==> config.mk <==
export PLATFORM = sky130hd
export DESIGN_NAME = mem_stage_lsu
export DESIGN_NICKNAME = d
export VERILOG_FILES = /design/src/rtl/mem_stage_lsu_pkg.sv /design/src/rtl/mem_stage_lsu_load_align.sv /design/src/rtl/mem_stage_lsu.sv
export SDC_FILE = /design/constraint.sdc
export NUM_CORES = 1
export LEC_CHECK = 0
export BUFFER_PORTS_ARGS = -buffer_cell sky130_fd_sc_hd__buf_4
export CAP_MARGIN = 0
export CORE_AREA = 2 2 171 173
export DETAILED_ROUTE_END_ITERATION = 8
export DIE_AREA = 0 0 173 175
export HOLD_SLACK_MARGIN = 0.03
export PLACE_DENSITY = 0.77
export SYNTH_ARGS = -nofsm -noshare
export SYNTH_HDL_FRONTEND = slang
export SYNTH_SLANG_ARGS = --single-unit
==> constraint.sdc <==
create_clock -name clk -period 6.6 [get_ports clk]
set_input_delay 0.99 -clock clk [delete_from_list [all_inputs] [get_ports clk]]
set_output_delay 0.99 -clock clk [all_outputs]
set_load 0.005 [all_outputs]
==> src/rtl/mem_stage_lsu_pkg.sv <==
// mem_stage_lsu_pkg
//   Shared definitions for the memory-stage load/store unit:
//   funct3 load/store encodings, access size codes, LSU state encoding
//   and the alignment check helper.
package mem_stage_lsu_pkg;

    // Load encodings of funct3 (instr[14:12])
    typedef enum logic [2:0] {
        F3_LB  = 3'b000,
        F3_LH  = 3'b001,
        F3_LW  = 3'b010,
        F3_LD  = 3'b011,
        F3_LBU = 3'b100,
        F3_LHU = 3'b101,
        F3_LWU = 3'b110,
        F3_RSV = 3'b111
    } load_funct3_e;

    // Store encodings of funct3 (only bits 1:0 carry the size)
    typedef enum logic [2:0] {
        F3_SB = 3'b000,
        F3_SH = 3'b001,
        F3_SW = 3'b010,
        F3_SD = 3'b011
    } store_funct3_e;

    // Access size, taken from funct3[1:0]
    typedef enum logic [1:0] {
        SZ_BYTE   = 2'b00,
        SZ_HALF   = 2'b01,
        SZ_WORD   = 2'b10,
        SZ_DOUBLE = 2'b11
    } size_e;

    typedef enum logic [1:0] {
        LSU_IDLE = 2'b00,
        LSU_REQ  = 2'b01,
        LSU_RESP = 2'b10,
        LSU_DONE = 2'b11
    } lsu_state_e;

    // An access is misaligned when the byte offset is not a multiple of its size
    function automatic logic is_misaligned(input size_e sz, input logic [2:0] off);
        logic mis;
        case (sz)
            SZ_BYTE: mis = 1'b0;
            SZ_HALF: mis = off[0];
            SZ_WORD: mis = |off[1:0];
            default: mis = |off;
        endcase
        return mis;
    endfunction

endpackage

==> src/rtl/mem_stage_lsu_load_align.sv <==
// lsu_load_align
//   Combinational load extractor: shifts the 64-bit bus word down to the
//   addressed byte lane and sign/zero-extends according to funct3.
//   Ports:
//     rdata  in  64  raw read data from the bus (8-byte aligned word)
//     offset in  3   byte offset of the access within the word
//     funct3 in  3   load type (LB/LH/LW/LD/LBU/LHU/LWU; 111 behaves as LD)
//     valM   out 64  extended load result
module lsu_load_align
    import mem_stage_lsu_pkg::*;
(
    input  logic [63:0] rdata,
    input  logic [2:0]  offset,
    input  logic [2:0]  funct3,
    output logic [63:0] valM
);

    logic [63:0] shifted;

    always_comb begin
        shifted = rdata >> {offset, 3'b000};
        case (funct3)
            F3_LB:   valM = {{56{shifted[7]}},  shifted[7:0]};
            F3_LH:   valM = {{48{shifted[15]}}, shifted[15:0]};
            F3_LW:   valM = {{32{shifted[31]}}, shifted[31:0]};
            F3_LBU:  valM = {56'd0, shifted[7:0]};
            F3_LHU:  valM = {48'd0, shifted[15:0]};
            F3_LWU:  valM = {32'd0, shifted[31:0]};
            default: valM = shifted;
        endcase
    end

endmodule

==> src/rtl/mem_stage_lsu.sv <==
// mem_stage_lsu
//   Memory-stage load/store unit. Takes the E->M register outputs, issues a
//   single request on a valid/ready data bus, waits for the response (or the
//   store write-ack), extends load data and stalls the pipeline meanwhile.
//   Parameter:
//     TIMEOUT  response-wait cycles before a bus error is forced (0 = never)
//   Ports:
//     clk, rst                  clock, synchronous active-high reset
//     regM_i_valE/valB          effective address / lane-0 store data
//     regM_i_mem_ren/wen        load / store request (both set = store)
//     regM_i_mem_wmask          lane-0 store byte mask
//     regM_i_instr              instruction, funct3 in bits 14:12
//     dbus_o_req_valid/i_req_ready  request handshake
//     dbus_o_addr/wen/wdata/wstrb   aligned request fields
//     dbus_i_resp_valid/rdata/err   response channel
//     lsu_o_stall               freeze IF..M pipeline registers
//     lsu_o_valM                extended load result to M->W
//     lsu_o_done/misalign/bus_err   single-cycle status pulses
module mem_stage_lsu
    import mem_stage_lsu_pkg::*;
#(
    parameter int unsigned TIMEOUT = 256
) (
    input  logic        clk,
    input  logic        rst,
    input  logic [63:0] regM_i_valE,
    input  logic [63:0] regM_i_valB,
    input  logic        regM_i_mem_ren,
    input  logic        regM_i_mem_wen,
    input  logic [7:0]  regM_i_mem_wmask,
    input  logic [31:0] regM_i_instr,
    output logic        dbus_o_req_valid,
    input  logic        dbus_i_req_ready,
    output logic [63:0] dbus_o_addr,
    output logic        dbus_o_wen,
    output logic [63:0] dbus_o_wdata,
    output logic [7:0]  dbus_o_wstrb,
    input  logic        dbus_i_resp_valid,
    input  logic [63:0] dbus_i_resp_rdata,
    input  logic        dbus_i_resp_err,
    output logic        lsu_o_stall,
    output logic [63:0] lsu_o_valM,
    output logic        lsu_o_done,
    output logic        lsu_o_misalign,
    output logic        lsu_o_bus_err
);

    localparam int unsigned CNT_W = (TIMEOUT > 1) ? $clog2(TIMEOUT) : 1;

    lsu_state_e state_q, state_d;

    logic [CNT_W-1:0] cnt_q;
    logic [63:0]      addr_q;
    logic [63:0]      wdata_q;
    logic [7:0]       wstrb_q;
    logic             wen_q;
    logic [2:0]       off_q;
    logic [2:0]       f3_q;
    logic             err_q;
    logic [63:0]      valm_q;

    logic        access;
    logic        misaligned;
    logic        accept;
    logic        timeout_hit;
    logic [2:0]  off;
    logic [2:0]  funct3;
    logic [63:0] load_val;
    logic        unused_instr;

    assign off          = regM_i_valE[2:0];
    assign funct3       = regM_i_instr[14:12];
    assign access       = regM_i_mem_ren | regM_i_mem_wen;
    assign misaligned   = is_misaligned(size_e'(funct3[1:0]), off);
    assign accept       = access & ~misaligned;
    assign timeout_hit  = (TIMEOUT != 0) && (cnt_q == CNT_W'(TIMEOUT - 1));
    assign unused_instr = ^{regM_i_instr[31:15], regM_i_instr[11:0]};

    // Extraction works from the registered offset/funct3 so the result does
    // not depend on regM contents while the access is in flight.
    lsu_load_align u_load_align (
        .rdata  (dbus_i_resp_rdata),
        .offset (off_q),
        .funct3 (f3_q),
        .valM   (load_val)
    );

    // State register
    always_ff @(posedge clk) begin
        if (rst) state_q <= LSU_IDLE;
        else     state_q <= state_d;
    end

    // Next-state logic
    always_comb begin
        state_d = state_q;
        case (state_q)
            LSU_IDLE: if (accept) state_d = LSU_REQ;
            LSU_REQ:  if (dbus_i_req_ready) state_d = LSU_RESP;
            LSU_RESP: if (dbus_i_resp_valid || timeout_hit) state_d = LSU_DONE;
            default:  state_d = LSU_IDLE;
        endcase
    end

    // Output logic; the status pulses and stall are forced low during reset
    always_comb begin
        dbus_o_req_valid = (state_q == LSU_REQ);
        lsu_o_stall      = 1'b0;
        lsu_o_done       = 1'b0;
        lsu_o_bus_err    = 1'b0;
        lsu_o_misalign   = 1'b0;
        if (!rst) begin
            case (state_q)
                LSU_IDLE: begin
                    lsu_o_stall    = accept;
                    lsu_o_misalign = access & misaligned;
                end
                LSU_REQ, LSU_RESP: lsu_o_stall = 1'b1;
                default: begin
                    lsu_o_done    = 1'b1;
                    lsu_o_bus_err = err_q;
                end
            endcase
        end
    end

    // Request fields, timeout counter and result capture
    always_ff @(posedge clk) begin
        if (rst) begin
            cnt_q   <= '0;
            addr_q  <= '0;
            wdata_q <= '0;
            wstrb_q <= '0;
            wen_q   <= 1'b0;
            off_q   <= '0;
            f3_q    <= '0;
            err_q   <= 1'b0;
            valm_q  <= '0;
        end else begin
            case (state_q)
                LSU_IDLE: begin
                    if (accept) begin
                        addr_q  <= {regM_i_valE[63:3], 3'b000};
                        wen_q   <= regM_i_mem_wen;
                        wdata_q <= regM_i_valB << {off, 3'b000};
                        wstrb_q <= regM_i_mem_wen ? (regM_i_mem_wmask << off) : '0;
                        off_q   <= off;
                        f3_q    <= funct3;
                        err_q   <= 1'b0;
                    end
                end
                LSU_REQ: begin
                    if (dbus_i_req_ready) cnt_q <= '0;
                end
                LSU_RESP: begin
                    cnt_q <= cnt_q + 1'b1;
                    if (dbus_i_resp_valid) begin
                        err_q  <= dbus_i_resp_err;
                        valm_q <= (!wen_q && !dbus_i_resp_err) ? load_val : '0;
                    end else if (timeout_hit) begin
                        err_q  <= 1'b1;
                        valm_q <= '0;
                    end
                end
                default: ;
            endcase
        end
    end

    assign dbus_o_addr  = addr_q;
    assign dbus_o_wen   = wen_q;
    assign dbus_o_wdata = wdata_q;
    assign dbus_o_wstrb = wstrb_q;
    assign lsu_o_valM   = valm_q;

endmodule

==> results of run 1 <==
==> cells in the final DEF, fill, tap and decap left out, types with 4 or more instances in the layout <==
master     instances
buf_4            427
nand2_1          220
dfxtp_1          213
a21oi_1          144
nor2_1           142
mux2i_1           65
a211o_1           38
o21ai_0           35
mux2_2            32
nand3_1           28
mux4_2            25
clkbuf_16         25
nor2b_1           23
and2_1            20
a22oi_1           20
a211oi_1          19
o2bb2ai_1         17
a22o_1            16
a2bb2oi_1         15
nor3_1            14
a221oi_1           9
a31oi_1            9
a21o_1             8
or3_1              8
a311oi_1           8
o31a_1             7
o21ba_1            7
o31ai_1            7
inv_1              5
nand4_1            5
nand2b_1           5
and2_0             5
ha_1               5
clkbuf_8           5
bufinv_16          5
xor2_1             4
clkinv_2           4
==> flip-flops by register name (all words and copies together), names as in the netlist <==
register,count
state_q,2
lsu_o_valM,64
dbus_o_addr,61
dbus_o_wdata,64
dbus_o_wstrb,8
f3_q,3
dbus_o_wen,1
err_q,1
off_q,3
cnt_q,8
==> report_power, final <==
part / internal (W) / leakage (nW) / total, W / switching, W
clock: 0.000952 / 0.451 / 0.00155 / 0.000603
combinational: 0.000589 / 4.55 / 0.00134 / 0.000749
sequential: 0.00146 / 1.75 / 0.00156 / 0.000100
total: 0.00300 / 6.75 / 0.00445 / 0.00145
==> critical path, cell delays in order, from the launching register on <==
cell and delay [ns]:
dfxtp_2 0.45, buf_4 0.61, nor2_1 0.37, nand4_1 0.21, a31oi_1 0.19, o41ai_4 1.12, o2bb2ai_1 0.18
==> worst paths after layout <==
kind | start | to | slack [ns] | cells past startpoint
min reg2reg | dbus_o_addr[35] | dbus_o_addr[35] | 0.46 | 2
max | off_q[1] | lsu_o_valM[37] | 3.29 | 6
max reg2reg | off_q[1] | lsu_o_valM[37] | 3.29 | 6
min | dbus_o_addr[35] | dbus_o_addr[35] | 0.46 | 2
==> layout make-up <==
class                           instances  area (um^2)  share of cell area
Inverter                                5        18.77            0.001223
Tap cell                              384        480.5             0.03132
Multi-Input combinational cell        997         6411              0.4179
Clock inverter                         13        215.2             0.01403
Timing Repair Buffer                  427         3206              0.2090
Clock buffer                           32        701.9             0.04576
Sequential cell                       215         4307              0.2808
==> through the flow <==
step	cell area, um^2	hold slack [ns]	power (W)
after floorplan	11210	0.4455	0.002319
after global placement	14420	0.4408	0.002877
after detailed placement	14420	0.4472	0.002908
after CTS	15340	0.4573	0.004466
after global routing	15340	0.4739	0.004650
final	15340	0.4552	0.004448
==> kinds of logic (layout without fill, tap and decap cells) <==
group / Yosys count / count (layout)
AOI/OAI and AO/OA: 375 / 375
xor gates and xnor gates: 5 / 5
adders and majority gates: 5 / 5
buffers and inverters: 128 / 477
DFF: 215 / 215
muxes: 126 / 126
other: 1 / 3
and+or+nand+nor: 483 / 483
==> metal layers <==
| metal | vias up | wire (um) | part of all wire |
|---|---|---|---|
| met3 | 86 | 3988 | 0.092 |
| met1 | 5619 | 16010 | 0.37 |
| li1 | 5441 | - | - |
| met5 | - | 0 | 0 |
| met2 | 543 | 21740 | 0.50 |
| met4 | 0 | 1500 | 0.035 |
==> run_results.csv, run 1 <==
group,metric,value,unit
global_route,first_global_vias,11370,
clock_network,path_clk_slew,0.06,ns
synthesis,synthTopCellsByCount,"nand2_1, dfxtp_1, a21oi_1, nor2_1, clkbuf_1",
global_route,grt_util_met1,0.3024,
placed_design,port-buffer-count,412,
floorplanning,fp.dieW,173,um
setup_path,path_max_fanout,55,
sta,final.setup_skew,0.01388,ns
floorplanning,design.die.area,30280,um^2
global_route,antenna_found_initial,0,
cells_and_area,layout-drive-gt1-share,0.3191,
sta,fmax,302.0,MHz
global_route,grt_pass1_wl,64.62,mm
cells_and_area,fill_cells,2715,
pwr,p_leak,6.749,nW
global_route,grtUsageMet3,0.07071,
synthesis,synth_area_leader_cell,"dfxtp_1",
cells_and_area,fin_nets,1915,
synthesis,synth_top_area_share,0.3842,
synthesis,postSynthAreaPerCell,8.373,um^2
sta,period_share,0.5017,
detailed_routing,drt-initial-drc-count,813,
detailed_routing,wl_per_cell,20.86,um
sta,setup-tns-final,0,ns
placed_design,dpl.cell_count,2028,
synthesis,synth_adder_area_share,0.005584,
sta,worstMarginPinSlew,1.270,ns
synthesis,synth_area,11200,um^2
sta,finalSetupViolCount,0,
detailed_routing,dr.pass1.iters,5,
sta,maxSlewViolCount,0,
sta,period_needed,3.311,ns
outcome,status,"completed",
setup_path,required,6.97,ns
detailed_routing,drc,0,
clock_network,cts_buffers,25,
global_route,grt-ovfl-total,0,
pwr,power_density,290.0,nW/um^2
synthesis,synth_edf_count,0,
placed_design,gp_congestion,0.9543,
clock_network,postCtsHoldBufs,0,
clock_network,clock-sinks,215,
clock_network,cts_resized,0,
detailed_routing,routed_via_density,5.639,
run,cap_violations,0,
synthesis,yosys_warnings,0,
synthesis,yosysUniqueCellTypes,59,
floorplanning,core_area,28390,um^2
synthesis,synth-main-ff-cell,"dfxtp_1",
global_route,grt_max_degree,107,
floorplanning,rows,62,
global_route,grtUsageTotal,0.2679,
synthesis,ys_top_cells_by_area,"dfxtp_1, nand2_1, a21oi_1",
sta,grt_setup_unrepaired,"no",
cells_and_area,num_antenna_cells,0,
synthesis,synth_compound_area_frac,0.2275,
floorplanning,die_h,175,um
synthesis,ys_seq_elements,215,
clock_network,post_cts_buffers,0,
sta,hold_viol,0,
setup_path,cp-end-kind,"flop",
clock_network,tritoncts,"done",
clock_network,clockBufferDepth,3,
sta,slew_headroom,0.1502,
detailed_routing,drt_wl_total,43.25,mm
synthesis,post-synth-top-count-cell,"nand2_1",
cells_and_area,final_core_util,0.5403,
clock_network,root_buffer,"clkbuf_16",
pwr,ir_worst_vdd,0.2096,mV
setup_path,crit_type,"flop to flop",
sta,finalWorstSetupSlack,3.289,ns
synthesis,netlist_instances,1338,
synthesis,synthMuxAreaShare,0.1452,
synthesis,yosys.area_share.simple,0.1863,
floorplanning,initial_core_util,0.3946,
floorplanning,io_pins,445,
placed_design,place_hpwl,31.08,mm
synthesis,yosysSeqAreaShare,0.3842,
synthesis,synth_top_family_by_area,"compound AO/OA/AOI/OAI gates",
hold_path,hp-class,"flop to flop",
clock_network,clkLatencyLatePin,0.54,ns
setup_path,critical_path_arrival,3.68,ns
detailed_routing,via_count,11690,
global_route,busiest_layer,"met2",
detailed_routing,ant_nets,0,
setup_path,start_kind,"flop",
cells_and_area,syn2layout_area_growth,36.92,%
synthesis,synth-xor-area-share,0.003909,
global_route,grtUsageMet2,0.4842,
synthesis,synthArstFlopShare,0,
placed_design,place_ws,2.815,ns
clock_network,cts_htree_levels,1,
cells_and_area,fin_cells,2073,
No activity file was read; power rests on OpenSTA's default activity.
==> run 2: changes to the inputs <==
--- a/config.mk
+++ b/config.mk
@@ -5,13 +5,13 @@
 export SDC_FILE = /design/constraint.sdc
 export NUM_CORES = 1
 export LEC_CHECK = 0
+export ABC_AREA = 1
 export BUFFER_PORTS_ARGS = -buffer_cell sky130_fd_sc_hd__buf_4
 export CAP_MARGIN = 0
-export CORE_AREA = 2 2 171 173
+export CORE_UTILIZATION = 40
 export DETAILED_ROUTE_END_ITERATION = 8
-export DIE_AREA = 0 0 173 175
 export HOLD_SLACK_MARGIN = 0.03
-export PLACE_DENSITY = 0.77
+export PLACE_DENSITY = 0.8
 export SYNTH_ARGS = -nofsm -noshare
 export SYNTH_HDL_FRONTEND = slang
 export SYNTH_SLANG_ARGS = --single-unit
==> constraint.sdc (replaced) <==
create_clock -name clk -period 2.7 [get_ports clk]
set_input_delay 0.405 -clock clk [delete_from_list [all_inputs] [get_ports clk]]
set_output_delay 0.405 -clock clk [all_outputs]
set_load 0.005 [all_outputs]
==> run_results.csv, run 2 <==
group,metric,value,unit
run,cap_violations,0,
synthesis,ys_top_cells_by_area,"dfxtp_1, nand2_1, a21oi_1",
placed_design,gp_congestion,0.9721,
floorplanning,die_h,172.5,um
clock_network,cts_resized,0,
hold_path,min_from,"regM_i_valE[62]",
synthesis,synth_edf_count,0,
sta,worstMarginPinSlew,0.7213,ns
clock_network,cts_buffers,26,
setup_path,critical_path_arrival,1.95,ns
clock_network,postCtsHoldBufs,0,
detailed_routing,wl_per_cell,17.66,um
floorplanning,initial_core_util,0.4060,
setup_path,reg2reg_depth,8,
floorplanning,design.die.area,29740,um^2
placed_design,place_ws,0.5145,ns
sta,hold_viol,0,
sta,hold_slack,0.1236,ns
clock_network,tritoncts,"done",
global_route,first_global_vias,12680,
placed_design,place_hpwl,31.67,mm
global_route,grtUsageTotal,0.2851,
floorplanning,rows,62,
sta,fmax,425.4,MHz
synthesis,yosysUniqueCellTypes,39,
sta,final.setup_skew,0.01004,ns
setup_path,crit_type,"flop to output port",
clock_network,clock-sinks,215,
synthesis,synth_area_leader_cell,"dfxtp_1",
placed_design,port-buffer-count,412,
clock_network,post_cts_buffers,0,
cells_and_area,final_common_cell,"nand2_1",
setup_path,max_stage_delay,0.40,ns
global_route,grt_max_degree,138,
synthesis,postSynthAreaPerCell,6.442,um^2
cells_and_area,syn2layout_area_growth,34.40,%
synthesis,synth_area,11620,um^2
detailed_routing,ant_nets,0,
global_route,grt_pass1_wl,66.38,mm
pwr,power_density,735.3,nW/um^2
setup_path,cp-end-kind,"output port",
clock_network,clockBufferDepth,3,
setup_path,path_max_fanout,17,
synthesis,post-synth-top-count-cell,"nand2_1",
setup_path,slowest_stage,"dfxtp_1",
sta,setup-tns-final,0,ns
clock_network,root_buffer,"clkbuf_16",
outcome,status,"completed",
floorplanning,io_pins,445,
setup_path,crit_buf_inv,3,
floorplanning,core_area,28630,um^2
pwr,p_leak,7.047,nW
synthesis,synthTopCellsByCount,"nand2_1, a21oi_1, dfxtp_1, o21ai_0, nand3_1",
detailed_routing,routed_via_density,5.509,
cells_and_area,fin_nets,2367,
setup_path,cp_top_family,"compound AO/OA/AOI/OAI gates",
global_route,grt-ovfl-total,0,
setup_path,crit_chain,"inv_1 -> ha_1 -> o211ai_4 -> inv_4 -> o21a_1 -> buf_4",
sta,period_needed,2.351,ns
sta,grt_setup_unrepaired,"no",
clock_network,path_clk_slew,0.06,ns
cells_and_area,num_antenna_cells,0,
clock_network,clkLatencyLatePin,0.53,ns
hold_path,hold_path_end,"dbus_o_addr[62]",
sta,finalSetupViolCount,0,
detailed_routing,drc,0,
detailed_routing,drt_wl_total,44.58,mm
cells_and_area,layout-drive-gt1-share,0.2341,
setup_path,start_kind,"flop",
synthesis,synthArstFlopShare,0,
synthesis,yosysSeqAreaShare,0.3704,
detailed_routing,dr.pass1.iters,7,
hold_path,hp-class,"input pin to flop",
sta,finalWorstSetupSlack,0.3492,ns
synthesis,synth-main-ff-cell,"dfxtp_1",
hold_path,min_path_cells,3,
synthesis,netlist_instances,1804,
setup_path,r2r_start,"off_q[0]",
synthesis,synth_top_area_share,0.3704,
detailed_routing,drt-initial-drc-count,1521,
sta,period_share,0.8706,
synthesis,ys_seq_elements,215,
cells_and_area,stdcell_area,15620,um^2
cells_and_area,final_cell_mix,"nand2_1, buf_4, a21oi_1, dfxtp_1, o21ai_0",
synthesis,yosys_warnings,0,
clock_network,cts_htree_levels,1,
global_route,antenna_found_initial,0,
setup_path,rr_endpoint,"lsu_o_valM[32]",
pwr,ir_worst_vdd,0.4797,mV
sta,maxSlewViolCount,0,
detailed_routing,via_count,13910,
setup_path,required,2.30,ns
placed_design,dpl_cell_area,14750,um^2
floorplanning,fp.dieW,172.5,um
sta,slew_headroom,0.5186,
setup_path,r2r_slack,0.48,ns
## run 2: through the flow
stage	std cells	utilization	total power, W
floorplan	1806	-	0.006340
finish	2524	0.5456	0.01148
global placement	2479	0.5153	0.007825
global route	2524	0.5456	0.01214
detailed placement	2479	0.5153	0.007881
CTS	2524	0.5456	0.01150
## run 2: metal layers
metal	global-route usage	routed length (um)	vias to the layer above
met2	0.4755	20960	731
met1	0.3246	16570	6384
met3	0.07988	4563	137
li1	-	-	6653
met5	0	0	-
met4	0.1681	2499	0
## run 2: cell type report
cell class / count / area, um^2
Timing Repair Buffer: 441 / 3364
Inverter: 69 / 261.5
Clock inverter: 7 / 121.4
Fill cell: 2839 / 13010
Multi-Input combinational cell: 1370 / 6340
Sequential cell: 215 / 4305
Clock buffer: 38 / 745.7
Tap cell: 384 / 480.5
## run 2: report_power, final
part | switching, W | total (W) | leakage, nW | internal [W]
combinational | 0.00258 | 0.00409 | 4.87 | 0.00151
clock | 0.00139 | 0.00358 | 0.426 | 0.00219
sequential | 0.000242 | 0.00381 | 1.75 | 0.00357
total | 0.00422 | 0.0115 | 7.05 | 0.00726
## run 2: worst max-delay path by stage
stage	slack, ns	from	cells past startpoint	endpoint
floorplan	0.87	regM_i_valE[2]	8	lsu_o_stall
global placement	0.60	off_q[0]	9	lsu_o_valM[23]
detailed placement	0.51	off_q[0]	8	lsu_o_valM[32]
CTS	0.31	state_q[0]	6	lsu_o_stall
global route	0.15	off_q[0]	9	lsu_o_valM[23]
finish	0.35	state_q[0]	6	lsu_o_stall
## run 2: logic make-up (layout without fill, tap and decap cells)
group                      Yosys count  after routing  synth area share
and+or+nand+nor                    836            836            0.2907
AOI/OAI and AO/OA                  515            515            0.2385
buffers and inverters              221            555           0.08538
DFF                                215            215            0.3704
muxes                               10             10          0.008614
adders and majority gates            5              5          0.005383
other                                1              3         0.0003227
xor gates and xnor gates             1              1         0.0007538
## run 2: worst reg2reg max path: cells and delay by family, from the launching register on
kind            cells  cell delay [ns]
flops               1             0.34
simple gates        5             0.90
buf+inv             1             0.44
compound gates      2             0.41
==> run 3: changes to the inputs <==
--- a/config.mk
+++ b/config.mk
@@ -9,6 +9,7 @@
 export BUFFER_PORTS_ARGS = -buffer_cell sky130_fd_sc_hd__buf_4
 export CAP_MARGIN = 0
 export CORE_UTILIZATION = 40
+export CTS_BUF_LIST = sky130_fd_sc_hd__clkbuf_4 sky130_fd_sc_hd__clkbuf_8
 export DETAILED_ROUTE_END_ITERATION = 8
 export HOLD_SLACK_MARGIN = 0.03
 export PLACE_DENSITY = 0.8
==> run_results.csv, run 3 (same netlist as run 2, synthesis figures left out) <==
group,metric,value,unit
sta,fmax,423.7,MHz
cells_and_area,num_antenna_cells,0,
setup_path,slowest_stage,"dfxtp_1",
floorplanning,design.die.area,29740,um^2
cells_and_area,layout-drive-gt1-share,0.2451,
floorplanning,io_pins,445,
cells_and_area,final_cell_mix,"nand2_1, buf_4, a21oi_1, dfxtp_1, o21ai_0",
cells_and_area,fin_cells,2546,
sta,hold_viol,0,
pwr,p_total,0.01113,W
setup_path,critical_path_arrival,1.96,ns
floorplanning,core_area,28630,um^2
cells_and_area,syn2layout_area_growth,33.85,%
floorplanning,die_h,172.5,um
clock_network,clock-sinks,215,
detailed_routing,drt_wl_total,44.71,mm
clock_network,cts_resized,0,
detailed_routing,drt-initial-drc-count,1495,
global_route,first_global_vias,12720,
outcome,status,"completed",
sta,period_needed,2.360,ns
clock_network,cts_htree_levels,2,
cells_and_area,final_common_cell,"nand2_1",
clock_network,root_buffer,"clkbuf_8",
sta,worstMarginPinSlew,0.7342,ns
pwr,p_leak,7.050,nW
global_route,grt_pass1_wl,66.48,mm
clock_network,tritoncts,"done",
detailed_routing,wl_per_cell,17.56,um
cells_and_area,fin_nets,2381,
sta,slew_headroom,0.5100,
hold_path,hp-class,"input pin to flop",
clock_network,post_cts_buffers,0,
floorplanning,rows,62,
sta,final.setup_skew,0.02723,ns
placed_design,dpl_cell_area,14750,um^2
global_route,grtUsageTotal,0.2861,
clock_network,postCtsHoldBufs,0,
floorplanning,fp.dieW,172.5,um
clock_network,path_clk_slew,0.06,ns
sta,finalSetupViolCount,0,
clock_network,clkLatencyLatePin,0.54,ns
pwr,ir_worst_vdd,0.4111,mV
setup_path,cp-end-kind,"output port",
sta,period_share,0.8742,
sta,grt_setup_unrepaired,"no",
detailed_routing,via_count,13970,
detailed_routing,dr.pass1.iters,8,
setup_path,max_stage_delay,0.40,ns
floorplanning,initial_core_util,0.4060,
clock_network,cts_buffers,40,
detailed_routing,routed_via_density,5.485,
global_route,grt_max_degree,138,
global_route,antenna_found_initial,0,
sta,setup-tns-final,0,ns
placed_design,place_hpwl,31.67,mm
pwr,power_density,715.3,nW/um^2
placed_design,gp_congestion,0.9721,
detailed_routing,drc,0,
run,cap_violations,0,
setup_path,crit_type,"flop to output port",
cells_and_area,stdcell_area,15550,um^2
clock_network,clockBufferDepth,3,
detailed_routing,ant_nets,0,
placed_design,port-buffer-count,412,
setup_path,start_kind,"flop",
setup_path,path_max_fanout,17,
setup_path,required,2.30,ns
global_route,grt-ovfl-total,0,
setup_path,crit_chain,"inv_1 -> ha_1 -> o211ai_4 -> inv_4 -> o21a_1 -> buf_4",
placed_design,dpl.cell_count,2479,
sta,maxSlewViolCount,0,
-- run 3: changes by cell type in the layout (fill, tap and decap cells not counted), moves of 3 or more --
cell,change
bufinv_16,-3
clkbuf_8,+44
clkbuf_1,-7
clkbuf_16,-26
clkbuf_4,+13
-- run 3: layout make-up --
class,count,area [um^2]
fillers,2847,13070
multi-input cells,1370,6340
flip-flops and latches,215,4305
repair buffers,441,3364
clock buffers,62,772.0
well taps,384,480.5
inverters,69,261.5
clock inverters,5,31.28
-- run 3: layer usage --
layer  up-vias  wire [um]  global-route usage
li1       6690          -                   -
met1      6429      16530              0.3262
met2       702      21230              0.4786
met3       144       4560             0.07874
met4         0       2386              0.1662
met5         -          0                   0
-- run 3: worst paths after layout --
path	cells after the start	slack, ns	endpoint	start
worst max-delay path	6	0.34	lsu_o_stall	state_q[0]
worst min-delay path	3	0.13	dbus_o_addr[9]	regM_i_valE[9]
worst max register to register	8	0.39	lsu_o_valM[32]	off_q[0]
worst min register to register	2	0.46	lsu_o_valM[4]	lsu_o_valM[4]
-- run 3: power breakdown --
part	internal [W]	switching (W)
Clock	0.00181	0.00141
Sequential	0.00357	0.000246
Combinational	0.00151	0.00258
Total	0.00689	0.00424
-- run 3: per-stage QoR --
step	setup slack, ns	util	hold slack [ns]
detailed placement	0.5145	0.5153	0.4541
finish	0.3398	0.5434	0.1345
floorplan	0.8743	-	0.4349
global placement	0.5957	0.5153	0.4499
global route	0.1518	0.5434	0.1134
CTS	0.2874	0.5434	0.09336
-- run 3: worst max-delay path, delay by kind of cell, from the launching register on --
family,cells,cell delay (ns)
compound gates,2,0.48
flops,1,0.40
buf+inv,3,0.28
fa+ha+maj,1,0.26
